**src/rtl/mem_port_arbiter_pkg.sv**
```systemverilog
// Shared definitions for the memory port arbiter: FSM encodings, arbitration
// mode codes and default bus widths matching the memory controller.
package mem_port_arbiter_pkg;

  // Default widths, aligned with the controller's data, address and length buses
  localparam int unsigned C_DATA_L = 32;
  localparam int unsigned M_ADDR_L = 32;
  localparam int unsigned RW_LEN_L = 2;

  // Arbitration modes
  localparam int unsigned ArbRoundRobin = 0;
  localparam int unsigned ArbFixedPrio  = 1;

  // FSM state encodings
  localparam int unsigned StateW = 2;
  localparam logic [StateW-1:0] StIdle = 2'd0;
  localparam logic [StateW-1:0] StRd   = 2'd1;
  localparam logic [StateW-1:0] StWr   = 2'd2;

endpackage

```
**src/rtl/mem_port_arbiter_rr_pick.sv**
```systemverilog
// Combinational request picker. Scans N requests starting at ptr_i (wrapping
// modulo N) in round-robin mode, or at channel 0 in fixed-priority mode.
module mem_port_arbiter_rr_pick #(
  parameter int unsigned N    = 3,
  parameter int unsigned IdxW = (N > 1) ? $clog2(N) : 1
) (
  input  logic [N-1:0]    req_i,
  input  logic [IdxW-1:0] ptr_i,
  input  logic            fixed_i,
  output logic [N-1:0]    gnt_o,
  output logic [IdxW-1:0] idx_o
);

  logic [IdxW-1:0] start;
  logic [IdxW:0]   cand;
  logic            found;

  // First requesting channel at or after the start point wins
  always_comb begin
    start = fixed_i ? '0 : ptr_i;
    cand  = '0;
    found = 1'b0;
    idx_o = '0;
    for (int k = 0; k < N; k++) begin
      cand = {1'b0, start} + (IdxW + 1)'(k);
      if (cand >= (IdxW + 1)'(N)) begin
        cand = cand - (IdxW + 1)'(N);
      end
      if (!found && req_i[cand[IdxW-1:0]]) begin
        found = 1'b1;
        idx_o = cand[IdxW-1:0];
      end
    end
    gnt_o = found ? (N'(1) << idx_o) : '0;
  end

endmodule

```
**src/rtl/mem_port_arbiter.sv**
```systemverilog
// N-core memory arbiter: merges RPORT read ports and WPORT write ports onto the
// single controller channel, with selectable arbitration, a per-access
// timeout that aborts with an error pulse, and registered per-port read data.
module mem_port_arbiter
  import mem_port_arbiter_pkg::*;
#(
  parameter int unsigned CORE     = 1,
  parameter int unsigned RPORT    = CORE * 2,
  parameter int unsigned WPORT    = CORE,
  parameter int unsigned DATA_W   = C_DATA_L,
  parameter int unsigned ADDR_W   = M_ADDR_L,
  parameter int unsigned LEN_W    = RW_LEN_L,
  parameter int unsigned ARB_MODE = ArbRoundRobin,
  parameter int unsigned TIMEOUT  = 1024
) (
  input  logic                    clk,
  input  logic                    rst,
  input  logic [RPORT-1:0]        co_re,
  input  logic [RPORT*ADDR_W-1:0] co_raddr,
  input  logic [RPORT*LEN_W-1:0]  co_rlen,
  output logic [RPORT*DATA_W-1:0] co_din,
  output logic [RPORT-1:0]        co_rack,
  input  logic [WPORT-1:0]        co_we,
  input  logic [WPORT*ADDR_W-1:0] co_waddr,
  input  logic [WPORT*LEN_W-1:0]  co_wlen,
  input  logic [WPORT*DATA_W-1:0] co_dout,
  output logic [WPORT-1:0]        co_wack,
  output logic                    c_re,
  output logic                    c_we,
  output logic [ADDR_W-1:0]       read_addr,
  output logic [ADDR_W-1:0]       write_addr,
  output logic [LEN_W-1:0]        c_rlen,
  output logic [LEN_W-1:0]        c_wlen,
  output logic [DATA_W-1:0]       data_out,
  input  logic [DATA_W-1:0]       data_in,
  input  logic                    m_rack,
  input  logic                    m_wack,
  output logic                    err_valid,
  output logic [7:0]              err_chan
);

  localparam int unsigned N      = RPORT + WPORT;
  localparam int unsigned IdxW   = (N > 1) ? $clog2(N) : 1;
  localparam int unsigned CntW   = (TIMEOUT > 2) ? $clog2(TIMEOUT) : 1;
  localparam bit          ToEn   = (TIMEOUT != 0);
  localparam logic [CntW-1:0] CntMax = CntW'((TIMEOUT == 0) ? 0 : TIMEOUT - 1);

  logic [StateW-1:0]       state_q, state_d;
  logic [IdxW-1:0]         chan_q, chan_d;
  logic [IdxW-1:0]         ptr_q, ptr_d;
  logic [CntW-1:0]         cnt_q, cnt_d;
  logic                    c_re_q, c_re_d;
  logic                    c_we_q, c_we_d;
  logic [ADDR_W-1:0]       read_addr_q, read_addr_d;
  logic [ADDR_W-1:0]       write_addr_q, write_addr_d;
  logic [LEN_W-1:0]        c_rlen_q, c_rlen_d;
  logic [LEN_W-1:0]        c_wlen_q, c_wlen_d;
  logic [DATA_W-1:0]       data_out_q, data_out_d;
  logic [RPORT*DATA_W-1:0] co_din_q, co_din_d;
  logic [RPORT-1:0]        co_rack_q, co_rack_d;
  logic [WPORT-1:0]        co_wack_q, co_wack_d;
  logic                    err_valid_q, err_valid_d;
  logic [7:0]              err_chan_q, err_chan_d;

  logic [N-1:0]    pick_gnt;
  logic [IdxW-1:0] pick_idx;
  logic            pick_is_rd;
  logic            ack_busy;
  logic            timeout_hit;
  logic [IdxW-1:0] next_ptr;

  mem_port_arbiter_rr_pick #(
    .N    (N),
    .IdxW (IdxW)
  ) u_pick (
    .req_i   ({co_we, co_re}),
    .ptr_i   (ptr_q),
    .fixed_i (ARB_MODE == ArbFixedPrio),
    .gnt_o   (pick_gnt),
    .idx_o   (pick_idx)
  );

  assign pick_is_rd  = |pick_gnt[RPORT-1:0];
  // The finished requester still holds its request during its ack pulse, so
  // arbitration pauses for that cycle to avoid re-granting a stale request.
  assign ack_busy    = (|co_rack_q) | (|co_wack_q);
  assign timeout_hit = ToEn && (cnt_q == CntMax);
  assign next_ptr    = (chan_q == IdxW'(N - 1)) ? '0 : chan_q + IdxW'(1);

  // Arbitration, access tracking and completion / abort
  always_comb begin
    state_d      = state_q;
    chan_d       = chan_q;
    ptr_d        = ptr_q;
    cnt_d        = cnt_q;
    c_re_d       = c_re_q;
    c_we_d       = c_we_q;
    read_addr_d  = read_addr_q;
    write_addr_d = write_addr_q;
    c_rlen_d     = c_rlen_q;
    c_wlen_d     = c_wlen_q;
    data_out_d   = data_out_q;
    co_din_d     = co_din_q;
    co_rack_d    = '0;
    co_wack_d    = '0;
    err_valid_d  = 1'b0;
    err_chan_d   = err_chan_q;

    case (state_q)
      StIdle: begin
        if ((|pick_gnt) && !ack_busy) begin
          chan_d = pick_idx;
          cnt_d  = '0;
          if (pick_is_rd) begin
            state_d = StRd;
            c_re_d  = 1'b1;
            for (int i = 0; i < RPORT; i++) begin
              if (pick_idx == IdxW'(i)) begin
                read_addr_d = co_raddr[i*ADDR_W +: ADDR_W];
                c_rlen_d    = co_rlen[i*LEN_W +: LEN_W];
              end
            end
          end else begin
            state_d = StWr;
            c_we_d  = 1'b1;
            for (int j = 0; j < WPORT; j++) begin
              if (pick_idx == IdxW'(RPORT + j)) begin
                write_addr_d = co_waddr[j*ADDR_W +: ADDR_W];
                c_wlen_d     = co_wlen[j*LEN_W +: LEN_W];
                data_out_d   = co_dout[j*DATA_W +: DATA_W];
              end
            end
          end
        end
      end

      StRd: begin
        if (m_rack || timeout_hit) begin
          // Ack wins over a coincident timeout; an abort returns zero data
          for (int i = 0; i < RPORT; i++) begin
            if (chan_q == IdxW'(i)) begin
              co_din_d[i*DATA_W +: DATA_W] = m_rack ? data_in : '0;
              co_rack_d[i]                 = 1'b1;
            end
          end
          err_valid_d = !m_rack;
          if (!m_rack) err_chan_d = 8'(chan_q);
          c_re_d  = 1'b0;
          ptr_d   = next_ptr;
          state_d = StIdle;
        end else begin
          cnt_d = cnt_q + CntW'(1);
        end
      end

      StWr: begin
        if (m_wack || timeout_hit) begin
          for (int j = 0; j < WPORT; j++) begin
            if (chan_q == IdxW'(RPORT + j)) co_wack_d[j] = 1'b1;
          end
          err_valid_d = !m_wack;
          if (!m_wack) err_chan_d = 8'(chan_q);
          c_we_d  = 1'b0;
          ptr_d   = next_ptr;
          state_d = StIdle;
        end else begin
          cnt_d = cnt_q + CntW'(1);
        end
      end

      default: begin
        state_d = StIdle;
        c_re_d  = 1'b0;
        c_we_d  = 1'b0;
      end
    endcase
  end

  // State registers with synchronous reset
  always_ff @(posedge clk) begin
    if (rst) begin
      state_q      <= StIdle;
      chan_q       <= '0;
      ptr_q        <= '0;
      cnt_q        <= '0;
      c_re_q       <= 1'b0;
      c_we_q       <= 1'b0;
      read_addr_q  <= '0;
      write_addr_q <= '0;
      c_rlen_q     <= '0;
      c_wlen_q     <= '0;
      data_out_q   <= '0;
      co_din_q     <= '0;
      co_rack_q    <= '0;
      co_wack_q    <= '0;
      err_valid_q  <= 1'b0;
      err_chan_q   <= '0;
    end else begin
      state_q      <= state_d;
      chan_q       <= chan_d;
      ptr_q        <= ptr_d;
      cnt_q        <= cnt_d;
      c_re_q       <= c_re_d;
      c_we_q       <= c_we_d;
      read_addr_q  <= read_addr_d;
      write_addr_q <= write_addr_d;
      c_rlen_q     <= c_rlen_d;
      c_wlen_q     <= c_wlen_d;
      data_out_q   <= data_out_d;
      co_din_q     <= co_din_d;
      co_rack_q    <= co_rack_d;
      co_wack_q    <= co_wack_d;
      err_valid_q  <= err_valid_d;
      err_chan_q   <= err_chan_d;
    end
  end

  assign c_re       = c_re_q;
  assign c_we       = c_we_q;
  assign read_addr  = read_addr_q;
  assign write_addr = write_addr_q;
  assign c_rlen     = c_rlen_q;
  assign c_wlen     = c_wlen_q;
  assign data_out   = data_out_q;
  assign co_din     = co_din_q;
  assign co_rack    = co_rack_q;
  assign co_wack    = co_wack_q;
  assign err_valid  = err_valid_q;
  assign err_chan   = err_chan_q;

endmodule

```
**config.mk**
```make
export PLATFORM = sky130hd
export DESIGN_NAME = mem_port_arbiter
export DESIGN_NICKNAME = d
export VERILOG_FILES = /design/src/rtl/mem_port_arbiter_pkg.sv /design/src/rtl/mem_port_arbiter_rr_pick.sv /design/src/rtl/mem_port_arbiter.sv
export SDC_FILE = /design/constraint.sdc
export NUM_CORES = 1
export LEC_CHECK = 0
export ABC_AREA = 1
export CAP_MARGIN = 20
export CORE_ASPECT_RATIO = 1.2
export CORE_UTILIZATION = 38
export CTS_CLUSTER_SIZE = 40
export DETAILED_ROUTE_END_ITERATION = 12
export PLACE_DENSITY = 0.77
export SYNTH_ARGS = -nofsm -noshare
export SYNTH_HDL_FRONTEND = slang
export SYNTH_SLANG_ARGS = --single-unit
```
**constraint.sdc**
```tcl
create_clock -name clk -period 2.1 [get_ports clk]
set_input_delay 0.42 -clock clk [delete_from_list [all_inputs] [get_ports clk]]
set_output_delay 0.42 -clock clk [all_outputs]
set_load 0.005 [all_outputs]
```
# Word-level counts from Yosys, hierarchy flattened
# Cells that the tools add are included.
totals:
  ff_bits: 194
  input_bits: 173
  out_inout_bits: 178
  elab_cells: 138
classes:
  add_sub_neg: 7
  n_lt_le_gt_ge: 6
  eq_ne: 16
  shifts: 1
  n_mux: 53
  n_bitwise: 6
  reduce_logical: 32
op_table:
  columns: ["cell", "count"]
  rows:
  - ["$mux 32", 3]
  - ["$mux 8", 4]
  - ["$mux 10", 3]
  - ["$mux 2", 15]
  - ["$pmux 10 s3", 1]
  - ["$reduce_and 4->1", 5]
  - ["$ne 2x2->1 const B", 9]
  - ["$mux 1", 17]
  - ["$pmux 8 s2", 1]
  - ["$reduce_and 3->1", 4]
  - ["$add 10x1->10 const B", 1]
  - ["$eq 10x10->1 const B", 1]
  - ["$lt 2x3->1 const B", 3]
  - ["$reduce_or 3->1", 3]
  - ["$bmux 1 s2", 3]
  - ["$eq 2x1->1 const B", 3]
  - ["$eq 2x2->1 const B", 3]
  - ["$ge 3x2->1 const B", 2]
  - ["$logic_not 2->1", 3]
  - ["$pmux 1 s3", 2]
  - ["$pmux 2 s3", 1]
  - ["$sub 2x2->2 const B", 3]
  - ["$logic_not 1->1", 5]
  - ["$not 1->1", 5]
  - ["16 further kinds", 21]

# Logic depth before layout (Yosys ltp)
depth:
  depth_word: 17
  depth_mapped: 15
  ltp_nobuf: 14

# By module
# A second synthesis with hierarchy kept.
unflattened:
  hier_cells: 1086
  hier_area_um2: 7893.8
by_module_without_submodules:
  columns: ["mod", "instances", "cells_each", "area_per_inst_um2", "seq_area_each_um2"]
  rows:
  - ["mem_port_arbiter", 1, 1038, 7636.1, 3763.6]
  - ["mem_port_arbiter_rr_pick", 1, 48, 257.7, 0.0]

# Least setup slack after synthesis
# No wires, ideal clock.
synth_timing:
  path_type: "reg2reg"
  startpoint: "register ptr_q[0]"
  endpoint: "register read_addr_q[11], in the netlist read_addr[11]"
  setup_time_ps: 113
  arrival_time_ps: 1983
  required_time_ps: 1987
  slack_ps: 4
  stages_incl_launch_ff: 15
  path_buffers: 2
  period_less_slack_ps: 2096
  path_cell_list: "dfxtp_1 inv_1 ha_1 inv_1 nand2_1 nand3_1 nand2_1 nand4_1 nand2_1 nor2_1 nand3_2 buf_2 buf_2 nor2_1 nor2_1"
synth_via:
  elab_chain_cells: 16
  word_cells_on_any_way: 37
  cone_classes: "add/sub (5); order compare (3); eq/ne (1); shift (1); mux (17); reduce/logical (10)"
synth_rtl:
  columns: ["item", "line", "rtl"]
  rows:
  - ["from (decl)", "mem_port_arbiter.sv:50", "logic [IdxW-1:0] ptr_q, ptr_d;"]
  - ["from (signal assigned)", "mem_port_arbiter.sv:201", "ptr_q <= ptr_d;"]
  - ["branches (longest 16 deep; another with $add 2x1->3)", null, null]
  - ["to (signal assigned)", "mem_port_arbiter.sv:205", "read_addr_q <= read_addr_d;"]
  - ["to (decl)", "mem_port_arbiter.sv:54", "logic [ADDR_W-1:0] read_addr_q, read_addr_d;"]
# Parallel ways; which one is timed is not known. The select of a mux whose other input is x is not followed.
# A chain may end at the register's enable or synchronous reset.

# Worst setup path in the final report
layout_timing:
  startpoint: "register ptr_q[0]"
  endpoint: "register read_addr_q[5], in the netlist read_addr[5]"
# The elaborated chain is that of the path after synthesis.

==> metrics.md <==
| Metric | Value |
|---|---|
| Compound-gate portion of the synthesized area | `14.29%` |
| Synth top area share | `47.85%` |
| DP Worst Slack | `-0.2790 ns` |
| Port bufs | `344` |
| VDD IR max | `0.8264 mV` |
| Post-synthesis mux area share | `0%` |
| Post-Syn Area | `7865 um2` |
| Internal power | `0.01108 W` |
| Vias in the first global route | `7,938` |
| Max incr delay on CP | `0.32 ns` |
| Hold EP | `c_re` |
| Yosys top cell by area | `dfxtp_1` |
| Critical path required time | `2.45 ns` |
| Hold Startpoint | `c_re` |
| Worst hold path type | `flop to flop` |
| Initial antenna violation count | `0` |
| Psw | `0.006710 W` |
| Setup-failing EPs final | `87` |
| Initial DRC Count | `369` |
| Syn Area/Cell | `7.067 um2` |
| WL/cell | `16.08 um` |
| Worst r2r dst | `read_addr[5]` |
| Slew margin rel. | `64.82%` |
| Worst-path cell chain | `buf_4 > ha_4 > o21ai_1 > nand2_2 > nand4_1 > nand2_2 > nor2_4 > nand3_4 > clkbuf_16 > nand2_1 > nand2_1 > nor2_1` |
| Post-synth top flop | `dfxtp_1` |
| Final hold viol count | `0` |
| Grt total ovfl | `0` |
| Total Routing Usage GR | `22.81%` |
| Worst Tran Pin Value | `0.5276 ns` |
| Failing checks | `setup timing` |
| Synth top area cells | `dfxtp_1 (48%), nor2_1 (12%), nand2_1 (10%), o21ai_0 (6.0%), a21oi_1 (5.5%)` |
| Worst reg-to-reg path cell count | `12` |
| Kind of critical path | `flop to flop` |
| Clock sink count | `188` |
| Outcome | `finished with violations` |
| Cell variety after synth | `27` |
| Commonest cells in the netlist | `nor2_1 (242), nand2_1 (220), dfxtp_1 (188)` |
| Ant. Diodes | `0` |
| H-Tree Depth | `4` |
| Post-Synthesis Cells | `1,113` |
| Unrepaired setup endpoints after global routing | `true` |
| Max clock buf depth | `2` |
| Core ar. | `20,250 um2` |
| Synth Area in XOR/XNOR | `0.5568%` |
| Flops & latches, synth | `188` |
| DR vias | `8,623` |
| Power density cells | `1353 nW/um2` |
| I/O pins | `351` |
| Nets | `1,649` |
| Sequential area share after synthesis | `47.85%` |
| Tcrit/Tclk final | `106.9%` |
| Initial Util | `38.83%` |
| # DRC | `0` |
| Synth Area in Simple Gates | `28.03%` |
| Fmax | `445.6 MHz` |
| Num CTS Buffers | `17` |
| Most common cell in the netlist | `nor2_1` |
| GP Congestion | `0.8227` |
| CTS tree | `yes` |
| Post-DP HPWL | `17.18 mm` |
| Die Y-Extent | `159.6 um` |
| Via density | `4.944` |
| Maximum fanout along the worst path | `8` |
| Clock-pin slew on the worst setup and hold paths | `0.07 ns` |
| Sw Ratio | `37.72%` |
| Die area | `21,280 um2` |
| Router iterations before antenna repair | `5` |
| Adder-cell share of the synthesized area | `1.432%` |
| Root buffer cell | `clkbuf_16` |
| Fill count | `1,706` |
| Logic pwr share | `53.0%` |
| CP arrival | `2.60 ns` |
| Reg2Reg Setup Slack | `-0.14 ns` |
| Clock share of power | `18.0%` |
| Area delta synth->final | `67.23%` |
| Final worst setup slack | `-0.1442 ns` |
| Asr flop ratio synth | `0%` |
| Worst skew pair latency | `0.43 ns` |
| Tot Pwr | `0.01779 W` |
| Hold_buf cts | `0` |
| Final wirelength | `28.05 mm` |
| Final hold slack | `0.4586 ns` |
| EDFF count, synth | `0` |
| Synth warnings | `0` |
| Static leakage | `5.513 nW` |
| Largest family of logic cells by synthesized area | `simple AND/OR/NAND/NOR gates` |
| Slew Viols, Final | `0` |
| WHS Path Cells | `2` |
| Crit-path slowest cell | `dfxtp_2` |
| Remaining antenna violation count after routing | `0` |
| Sequential share of power | `29.0%` |
| Die W | `133.3 um` |
| RR Startpoint | `ptr_q[0]` |
| Crit path launch type | `flop` |
| First-pass GRT wire length | `39.44 mm` |
| Site Rows | `57` |
| Crit path time final | `2.244 ns` |
| Pin count of the biggest net entering global routing | `79` |
| Worst Skew | `0.01303 ns` |
| Fraction of layout cells with a size suffix above 1 | `12.44%` |
| Max-cap viol count | `0` |
| Endpoint class of the critical path | `flop` |
==> registers in the layout, indices dropped and copies added (netlist names) <==
register and flops:
c_re 1, c_rlen 2, c_we 1, c_wlen 2, chan_q 2, cnt_q 10
co_din 64, co_rack 2, co_wack 1, data_out 32, err_chan 2, err_valid 1
ptr_q 2, read_addr 32, state_q 2, write_addr 32
==> repair_timing <==
action / 4_1_cts / 5_1_grt
gates cloned: 1 / 20
setup endpoints to repair: 100 / 180
resized for setup: 6 / 112
pin swaps: 2 / 39
setup buffers: 2 / 4
==> worst max-delay path by stage <==
stage                        start            end  slack, ns
final                     ptr_q[0]   read_addr[5]      -0.14
after global routing      ptr_q[0]   read_addr[5]      -0.25
after CTS                 ptr_q[0]    data_out[4]      0.009
after detailed placement  co_re[1]   data_out[11]      -0.28
after global placement       co_we   data_out[17]      -0.21
after floorplan           ptr_q[0]  read_addr[11]      0.004
==> logic make-up (layout without fill, tap and decap cells) <==
logic type,after synthesis,in the layout
other,1,6
adder cells (fa/ha/maj),9,9
XOR/XNOR,5,5
flip-flops,188,188
buffers and inverters,146,506
AND/OR/NAND/NOR,541,542
AO/OA/AOI/OAI,223,223
==> metal layers <==
layer	global-route usage (%)	wire (um)	vias up
met1	26.14	10770	3906
met5	0	0	-
met4	7.283	844	0
met3	8.309	2508	58
li1	-	-	4289
met2	39.11	13920	370
==> power groups by stage <==
stage          registers [W]  clock network, W  logic (W)
6_report             0.00516           0.00320    0.00943
4_1_cts              0.00509           0.00329    0.00748
5_1_grt              0.00527           0.00342     0.0102
2_1_floorplan        0.00521                 0    0.00359
3_5_place_dp         0.00514                 0    0.00729
3_3_place_gp         0.00512                 0    0.00718
==> through the flow <==
stage | utilization, % | area (um2) | instances | setup TNS [ns]
CTS | 61.27 | 12410 | 1720 | 0
global placement | 57.99 | 11750 | 1686 | -18.08
detailed placement | 57.99 | 11750 | 1686 | -24.39
floorplan | - | 7884 | 1118 | 0
finish | 64.94 | 13150 | 1744 | -4.926
global route | 64.94 | 13150 | 1744 | -13.90
==> cell usage in the layout, fill, tap and decap left out, types with 2 or more instances in the layout <==
master / count
clkdlybuf4s50_1: 343
nor2_1: 226
nand2_1: 200
dfxtp_1: 184
a21oi_1: 87
o21ai_0: 70
inv_1: 59
nand4_1: 41
o21ai_1: 34
clkbuf_16: 31
buf_4: 28
o21ai_2: 27
nand3_1: 24
nand2_2: 19
nor2_2: 15
buf_12: 15
ha_1: 6
conb_1: 6
inv_2: 5
nand3_2: 5
xor2_1: 4
clkinv_4: 4
buf_6: 4
inv_4: 3
nor3_1: 3
inv_8: 3
nand3b_1: 2
or2_2: 2
nor2_4: 2
nand3_4: 2
o22ai_1: 2
ha_4: 2
clkinv_8: 2
inv_6: 2
buf_16: 2
dfxtp_2: 2
dfxtp_4: 2
==> critical path, delay by kind of cell (launching register included) <==
kind                     cells  cell delay [ns]
AND/OR/NAND/NOR              8             1.07
AO/OA/AOI/OAI                1             0.22
flip-flops                   1             0.32
buffers and inverters        2             0.39
adder cells (fa/ha/maj)      1             0.17
==> layout make-up <==
cell class,count,area [um2],area share [%]
multi-input combinational,785,3800,28.89
timing repair buffer,407,4399,33.45
sequential,188,3774,28.69
clock buffer,18,429.2,3.263
inverter,68,262.8,1.998
tap,265,331.6,2.521
clock inverter,13,156.4,1.189
Note: power is estimated with default switching activity, not from simulation.
